==> config.mk <==
export PLATFORM = sky130hd
export DESIGN_NAME = stream_mux_rr
export DESIGN_NICKNAME = d
export VERILOG_FILES = /design/src/rtl/stream_mux_rr.sv
export SDC_FILE = /design/constraint.sdc
export NUM_CORES = 1
export LEC_CHECK = 0
export CAP_MARGIN = 20
export CORE_MARGIN = 4
export CORE_UTILIZATION = 43
export CTS_BUF_LIST = sky130_fd_sc_hd__clkbuf_8
export CTS_CLUSTER_SIZE = 24
export DETAILED_ROUTE_END_ITERATION = 10
export GPL_TIMING_DRIVEN = 0
export PLACE_DENSITY_LB_ADDON = 0.1
export SETUP_SLACK_MARGIN = 0.5
export SKIP_LAST_GASP = 1
export SLEW_MARGIN = 5
export SYNTH_ARGS = -nofsm -noshare
export SYNTH_HDL_FRONTEND = slang
export SYNTH_SLANG_ARGS = --single-unit
==> constraint.sdc <==
create_clock -name clk -period 4.2 [get_ports clk]
set_input_delay 1.05 -clock clk [delete_from_list [all_inputs] [get_ports clk]]
set_output_delay 1.05 -clock clk [all_outputs]
set_load 0.01 [all_outputs]
==> src/rtl/stream_mux_rr.sv <==
// stream_mux_rr: N-channel packet multiplexer with valid/ready handshake.
// An internal arbiter (round-robin or fixed priority) picks a channel. The
// grant is held until that channel's packet ends, so packets never interleave.
// One output register stage sits between the selected producer and the consumer.
module stream_mux_rr #(
  parameter  int BUS_WIDTH = 5,
  parameter  int N_CH      = 4,
  parameter  int MODE      = 0,  // 0 = round-robin, 1 = fixed priority
  localparam int SEL_W     = $clog2(N_CH)
) (
  input  logic                      clk,
  input  logic                      rst_n,
  input  logic [N_CH*BUS_WIDTH-1:0] in_data,
  input  logic [N_CH-1:0]           in_valid,
  input  logic [N_CH-1:0]           in_last,
  output logic [N_CH-1:0]           in_ready,
  output logic [BUS_WIDTH-1:0]      out_data,
  output logic                      out_last,
  output logic [SEL_W-1:0]          out_sel,
  output logic                      out_valid,
  input  logic                      out_ready,
  output logic                      busy
);

  typedef enum logic {
    IDLE = 1'b0,
    LOCK = 1'b1
  } state_t;

  localparam logic [SEL_W-1:0] LAST_CH = SEL_W'(N_CH - 1);

  state_t                 state_q, state_d;
  logic [SEL_W-1:0]       grant_q, grant_d;
  logic [SEL_W-1:0]       rr_ptr_q, rr_ptr_d;
  logic [BUS_WIDTH-1:0]   out_data_q, out_data_d;
  logic                   out_last_q, out_last_d;
  logic [SEL_W-1:0]       out_sel_q, out_sel_d;
  logic                   out_valid_q, out_valid_d;

  // Arbiter and handshake signals.
  logic [SEL_W-1:0]       scan_base;
  logic [SEL_W-1:0]       cand_idx;
  int                     cand;
  logic                   win_valid;
  logic [SEL_W-1:0]       win_idx;
  logic                   cur_valid;
  logic [SEL_W-1:0]       cur_grant;
  logic                   cur_last;
  logic [BUS_WIDTH-1:0]   cur_data;
  logic                   stage_free;
  logic                   in_xfer;
  logic [SEL_W-1:0]       next_ptr;

  // Arbitration: first valid channel found scanning upward from the base, with wrap.
  // NOTE: every variable written in a combinational block gets a default on entry;
  // a path that leaves one unassigned would infer a latch.
  always_comb begin
    scan_base = (MODE == 1) ? '0 : rr_ptr_q;
    cand      = 0;
    cand_idx  = '0;
    win_valid = 1'b0;
    win_idx   = '0;
    for (int i = 0; i < N_CH; i++) begin
      cand = int'(scan_base) + i;
      if (cand >= N_CH) cand = cand - N_CH;
      cand_idx = SEL_W'(cand);
      if (!win_valid && in_valid[cand_idx]) begin
        win_valid = 1'b1;
        win_idx   = cand_idx;
      end
    end
  end

  // Current owner of the input side, its ready and the transfer it makes.
  always_comb begin
    cur_valid  = (state_q == LOCK) ? 1'b1 : win_valid;
    cur_grant  = (state_q == LOCK) ? grant_q : win_idx;
    cur_last   = in_last[cur_grant];
    cur_data   = in_data[cur_grant*BUS_WIDTH +: BUS_WIDTH];
    stage_free = !out_valid_q || out_ready;
    in_ready   = '0;
    if (stage_free && cur_valid) in_ready[cur_grant] = 1'b1;
    in_xfer    = in_valid[cur_grant] && in_ready[cur_grant];
    // Pointer moves just past the channel whose packet ends; fixed priority keeps it at 0.
    if (MODE == 1)                  next_ptr = '0;
    else if (cur_grant == LAST_CH)  next_ptr = '0;
    else                            next_ptr = cur_grant + SEL_W'(1);
  end

  // Next-state logic for the IDLE/LOCK packet lock.
  always_comb begin
    state_d  = state_q;
    grant_d  = grant_q;
    rr_ptr_d = rr_ptr_q;
    case (state_q)
      IDLE: begin
        if (in_xfer) begin
          if (cur_last) begin
            rr_ptr_d = next_ptr;
          end else begin
            grant_d = cur_grant;
            state_d = LOCK;
          end
        end
      end
      LOCK: begin
        if (in_xfer && cur_last) begin
          state_d  = IDLE;
          rr_ptr_d = next_ptr;
        end
      end
      default: state_d = IDLE;
    endcase
  end

  // Output register stage: load on input transfer, empty on a lone output transfer.
  always_comb begin
    out_data_d  = out_data_q;
    out_last_d  = out_last_q;
    out_sel_d   = out_sel_q;
    out_valid_d = out_valid_q;
    if (in_xfer) begin
      out_data_d  = cur_data;
      out_last_d  = cur_last;
      out_sel_d   = cur_grant;
      out_valid_d = 1'b1;
    end else if (out_ready) begin
      out_valid_d = 1'b0;
    end
  end

  // State and output registers; reset drops any in-flight packet.
  // NOTE: sequential state uses non-blocking assignments so every flop samples
  // values from before the edge, independent of block evaluation order.
  always_ff @(posedge clk or negedge rst_n) begin
    if (!rst_n) begin
      state_q     <= IDLE;
      grant_q     <= '0;
      rr_ptr_q    <= '0;
      out_data_q  <= '0;
      out_last_q  <= 1'b0;
      out_sel_q   <= '0;
      out_valid_q <= 1'b0;
    end else begin
      state_q     <= state_d;
      grant_q     <= grant_d;
      rr_ptr_q    <= rr_ptr_d;
      out_data_q  <= out_data_d;
      out_last_q  <= out_last_d;
      out_sel_q   <= out_sel_d;
      out_valid_q <= out_valid_d;
    end
  end

  assign out_data  = out_data_q;
  assign out_last  = out_last_q;
  assign out_sel   = out_sel_q;
  assign out_valid = out_valid_q;
  assign busy      = (state_q == LOCK);

endmodule

; After elaboration in Yosys (flattened, before gate mapping)
; Index checks and enable logic that the tools add are counted.
; W data, S select, Z words.
[totals]
ff_bits = 14
input_bits = 31
out_inout_bits = 14
wordCells = 90
[op_classes]
addsub = 8
multipliers = 1
order_cmp = 10
n_eq_ne = 4
shift = 1
mux = 42
n_bitwise = 2
n_reduce_logical = 15
[ops]
columns = operator, count
row1 = $mux W2, 13
row2 = $shiftx A20 B6 Y5, 1
row3 = $mux W1, 18
row4 = $lt A2 B3 Y1 const B, 5
row5 = $bmux W1 S2, 7
row6 = $ge A3 B3 Y1 const B, 3
row7 = $sub A2 B1 Y2 const B, 4
row8 = $logic_and A1 B1 Y1, 7
row9 = $add A2 B2 Y3 const B, 2
row10 = $reduce_and A3 Y1, 2
row11 = $mul A2 B3 Y5 const B, 1
row12 = $logic_not A1 Y1, 4
row13 = $mux W4, 1
row14 = $ne A2 B2 Y1 const B, 2
row15 = $pmux W2 S2, 1
row16 = $add A2 B1 Y3 const B, 1
row17 = $ge A2 B3 Y1 const B, 1
row18 = $add A2 B1 Y2 const B, 1
row19 = $demux W1 S2, 1
row20 = $eq A2 B2 Y1 const B, 1
row21 = $ge A2 B1 Y1 const B, 1
row22 = $ne A2 B1 Y1 const B, 1
row23 = $not A1 Y1, 2
row24 = $pmux W1 S2, 1
row25 = other kinds (2), 2

; Depth between registers and ports, before layout
[logic_depth]
word_depth = 26
mapped_depth = 13
depth_no_buf = 11

; Least setup slack after synthesis
; OpenSTA, ideal clock, no wires.
[synth_timing]
kind = input to register
start = input in_valid[2]
end = register grant_q[0]
setup_time_ns = 0.128
t_arrival_ns = 3.638
required_time_ns = 4.072
slack_ns = 0.435
cell_stages = 11
path_buffers = 1
path_cell_list = or4_1 -> o21ai_1 -> o41ai_2 -> inv_1 -> clkbuf_1 -> ha_1 -> nand2_1 -> mux2_4 -> a211o_1 -> nor3b_2 -> mux2_1
[synth_between]
elab_chain_len = 22
[synth_lines]
columns = element, line_no
row1 = "start, declared", 14  ; input logic [N_CH-1:0] in_valid,
row2 = $bmux W1 S2, 67  ; if (!win_valid && in_valid[cand_idx]) begin
row3 = $mux W1 (not written as such), 67
row4 = $mux W1, 67
row5 = $logic_not A1 Y1, 67
row6 = $logic_and A1 B1 Y1, 67
row7 = $mux W1, 67
row8 = $logic_not A1 Y1, 67
row9 = $logic_and A1 B1 Y1, 67
row10 = [... 5 more ...], -
row11 = net cur_grant[0], 47  ; logic [SEL_W-1:0] cur_grant;
row12 = [... 1 more ...], -
row13 = $logic_and A1 B1 Y1 (not written as such), 82  ; if (stage_free && cur_valid) in_ready[cur_grant] = 1'b1;
row14 = $mux W1 (not written as such), 82
row15 = $demux W1 S2, 82
row16 = $mux W4, 82
row17 = $bmux W1 S2, 83  ; in_xfer = in_valid[cur_grant] && in_ready[cur_grant];
row18 = $mux W1 (not written as such), 83
row19 = $logic_and A1 B1 Y1, 83
row20 = $reduce_and A3 Y1 (no line), -
row21 = "end signal, assigned", 146  ; grant_q <= grant_d;
row22 = "end, declared", 33  ; logic [SEL_W-1:0] grant_q, grant_d;
; Mark *: on every way through the listed nets, which the timed path passes. The rest lies on a longest branch. The select of a mux whose other input is x is not followed.
; A chain may end at the register's enable or synchronous reset.

; Worst setup path after layout
[layout_timing]
start = input in_valid[0]
end = output in_ready[0]
[layout_between]
elab_chain_len = 18
[layout_lines]
columns = element, line_no
row1 = $bmux W1 S2, 67
row2 = $mux W1 (not written as such), 67
row3 = $mux W1, 67
row4 = $logic_not A1 Y1, 67
row5 = $logic_and A1 B1 Y1, 67
row6 = $mux W1, 67
row7 = $logic_not A1 Y1, 67
row8 = $logic_and A1 B1 Y1, 67
row9 = [... 3 more ...], -
row10 = $mux W2 (*), 67
row11 = $mux W2 (*), 77  ; cur_grant = (state_q == LOCK) ? grant_q : win_idx;
row12 = net cur_grant[0], 47
row13 = $lt A2 B3 Y1 (not written as such) / $ge A2 B1 Y1 (equally long branches), 82
row14 = $logic_and A1 B1 Y1 (not written as such), 82
row15 = $mux W1 (not written as such), 82
row16 = $demux W1 S2 (*), 82
row17 = $mux W4 (*), 82
row18 = "end, declared", 16  ; output logic [N_CH-1:0] in_ready,
; Marks and branches as above.

==> results by group <==
Route
  • Drc violations: 0
  • Avg WL per Cell: 15.6 µm
  • Final WL: 3.00 mm
  • ANT nets after route: 0
  • DRT iter0 DRCs: 24
  • DR pass1 iterations: 4
  • Vias: 1013
  • Routed vias/inst: 5.25

Setup path
  • Crit path cell chain: buf_8 -> or4_4 -> o21ai_4 -> o41ai_4 -> buf_4 -> buf_12 -> clkinv_8 -> buf_8 -> ha_4 -> and2_4 -> buf_6
  • CP Launch Type: primary input
  • Worst setup EP type: primary output
  • Maximum fanout along the worst path: 4
  • Cell family with most CP delay: simple AND/OR/NAND/NOR gates
  • Cell repeated most along the worst path: buf_8
  • Max stage delay cell, worst path: or4_4
  • Worst EP required: 3150 ps
  • Buffers plus inverters on the worst setup path: 6
  • Worst path max stage delay: 560 ps
  • Critical path class: in -> out
  • Arrival @ worst endpoint: 2680 ps

Outcome
  • Status: complete, no violations

Logic synthesis
  • Mapped Nets: 138
  • Top-count cell post-synth: dfrtp_1
  • Ys async rst share: 100%
  • Yosys top cell area share: 33.8%
  • Dominant synthesized flop cell: dfrtp_1
  • Netlist cell types: 34
  • Post-synthesis sequential area ratio: 33.8%
  • Post-synthesis cell count: 103
  • #FFs+latches synth: 14
  • Post-Syn Area: 1040 µm²
  • Post-synth EDFFs: 0
  • Largest area contributor in the netlist: dfrtp_1
  • Number of synthesis warnings: 0
  • Most common library cells after synthesis: dfrtp_1 (14), a21oi_1 (9), mux2_1 (9), nand2_1 (8)
  • Synth top area cells: dfrtp_1 (34%), mux2_1 (9.8%), mux2_4 (8.7%)
  • Mapped Avg Cell Area: 10.1 µm²

Clock network
  • CTS root buf: clkbuf_8
  • Clock transition at path regs: 60 ps
  • CTS Buffer Depth: 2
  • TritonCTS Buffers: 3
  • Hold_buf cts: 0
  • Worst-Skew Late Latency: 240 ps
  • Clk sinks: 14
  • CTS tree: done
  • H-tree depth: 1

Global route
  • Vias in the first global route: 1081
  • Total GRT Usage: 19.1%
  • Overflow after GRT: 0
  • First-pass GRT wire length: 4.95 mm
  • Pin count of the biggest net entering global routing: 15
  • Initial antenna violation count: 0

Place
  • Post-DP HPWL: 2.00 mm
  • Post-place setup slack: -708 ps
  • GP Congestion: 0.787
  • Number of buffers added on ports: 44

Power and ir drop
  • Leakage power: 0.000787 µW
  • Design Power: 1380 µW
  • Power Density: 767 nW/µm²
  • Max VDD drop: 0.552 mV

Floorplanning
  • Std-Cell Rows: 17
  • Initial core utilization: 45.9%
  • I/O Pins: 45
  • Die H: 57.1 µm
  • Area of the die: 3260 µm²
  • CORE AREA: 2250 µm²
  • Horiz. Die Dim: 57.1 µm

Job
  • Max-cap violations: 0

Min path
  • Worst min-delay path class: reg -> reg

Cells and area
  • Layout cell share with drive strength beyond 1: 33.3%
  • Final core utilization: 80.0%
  • Nets: 201
  • Ant diodes: 0
  • Area Growth Syn to Fin: 74.0%

Timing
  • Hold Slack: 480 ps
  • Hold Vio Cnt, Final: 0
  • Clock skew: 0.879 ps
  • Setup total negative slack: 0 ps
  • Final worst path period need: 3730 ps
  • Slew margin rel.: 58.4%
  • Final period utilization: 88.7%
  • Maximum achievable frequency: 268 MHz
  • Worst Tran Pin Value: 621 ps
  • Final WS setup: 473 ps
  • Final setup fails: 0
  • RSZ-0062 raised after global routing: true
  • Slew Viols, Final: 0
-- worst paths after layout --
check / startpoint / end / slack [ps] / depth (start not counted)
worst max-delay path: in_valid[0] / in_ready[0] / 470 / 11
worst min-delay path: out_last$_DFFE_PN0P_ / out_last$_DFFE_PN0P_ / 480 / 1
worst max register to register: rr_ptr_q[1]$_DFFE_PN0P_ / grant_q[0]$_DFFE_PN0P_ / 1090 / 13
worst min register to register: out_last$_DFFE_PN0P_ / out_last$_DFFE_PN0P_ / 480 / 1
max in group asynchronous: rst_n / out_data[1]$_DFFE_PN0P_ / 2610 / 1
min in group asynchronous: rst_n / out_last$_DFFE_PN0P_ / 1190 / 1
-- power by group --
group,internal (µW),switching [µW],leakage [µW],total (µW)
sequential,204,51.2,0.000165,256
clock,83.0,46.6,0.0000288,130
combinational,561,436,0.000593,997
total,849,534,0.000787,1380
-- per-layer routing --
layer	track usage, %	up-vias	part of all wire (%)
met2	32.5	31	51
met1	23.0	487	42
met4	9.93	0	1.4
met5	0	-	0
met3	3.39	5	4.9
li1	-	490	-
-- logic make-up after synthesis --
group	Yosys count	synth area share [%]
buffers and inverters	11	4.47
muxes	23	26.3
AOI/OAI and AO/OA	25	17.8
and+or+nand+nor	26	12.8
DFF	14	33.8
adders and majority gates	4	4.83
-- registers in the layout, summed over array words and instances (netlist names), named ones only --
signal	flops
out_valid	1
rr_ptr_q	2
out_data	5
out_sel	2
grant_q	2
out_last	1
-- cell type report --
type	count	area (µm²)
plain buffers	4	37.5
clock buffers	4	55.1
fillers	143	452
inverters	7	41.3
multi-input cells	78	728
flip-flops and latches	14	350
well taps	28	35.0
repair buffers	58	556
-- worst register-to-register path, delay by kind of cell (launching register included) --
| family | cells | cell delay (ps) |
|---|---|---|
| multiplexers | 1 | 340 |
| adder cells (fa/ha/maj) | 1 | 170 |
| buffers and inverters | 3 | 400 |
| AND/OR/NAND/NOR | 3 | 460 |
| flip-flops | 1 | 510 |
| AO/OA/AOI/OAI | 5 | 1100 |
-- layout by cell type, fill, tap and decap left out, types with 3 or more instances in the layout --
cell type	instances
clkdlybuf4s50_1	36
nand2b_1	3
buf_6	4
mux2i_1	7
mux2_1	9
clkbuf_8	4
buf_4	15
mux2_4	6
o21ai_1	3
a21oi_1	7
nand2_1	7
dfrtp_1	14
nor2_1	7
-- repair_timing --
action	in CTS	in global routing
resized for setup	51	16
cloned	0	0
buffers inserted	11	3
setup endpoints to repair	17	8
pin swaps	5	4
-- stage by stage --
stage / cells / area (µm²)
after floorplan: 103 / 1040
after global placement: 175 / 1510
after detailed placement: 175 / 1510
after CTS: 190 / 1750
after global routing: 193 / 1800
final: 193 / 1800
(Power assumes the default switching activity.)
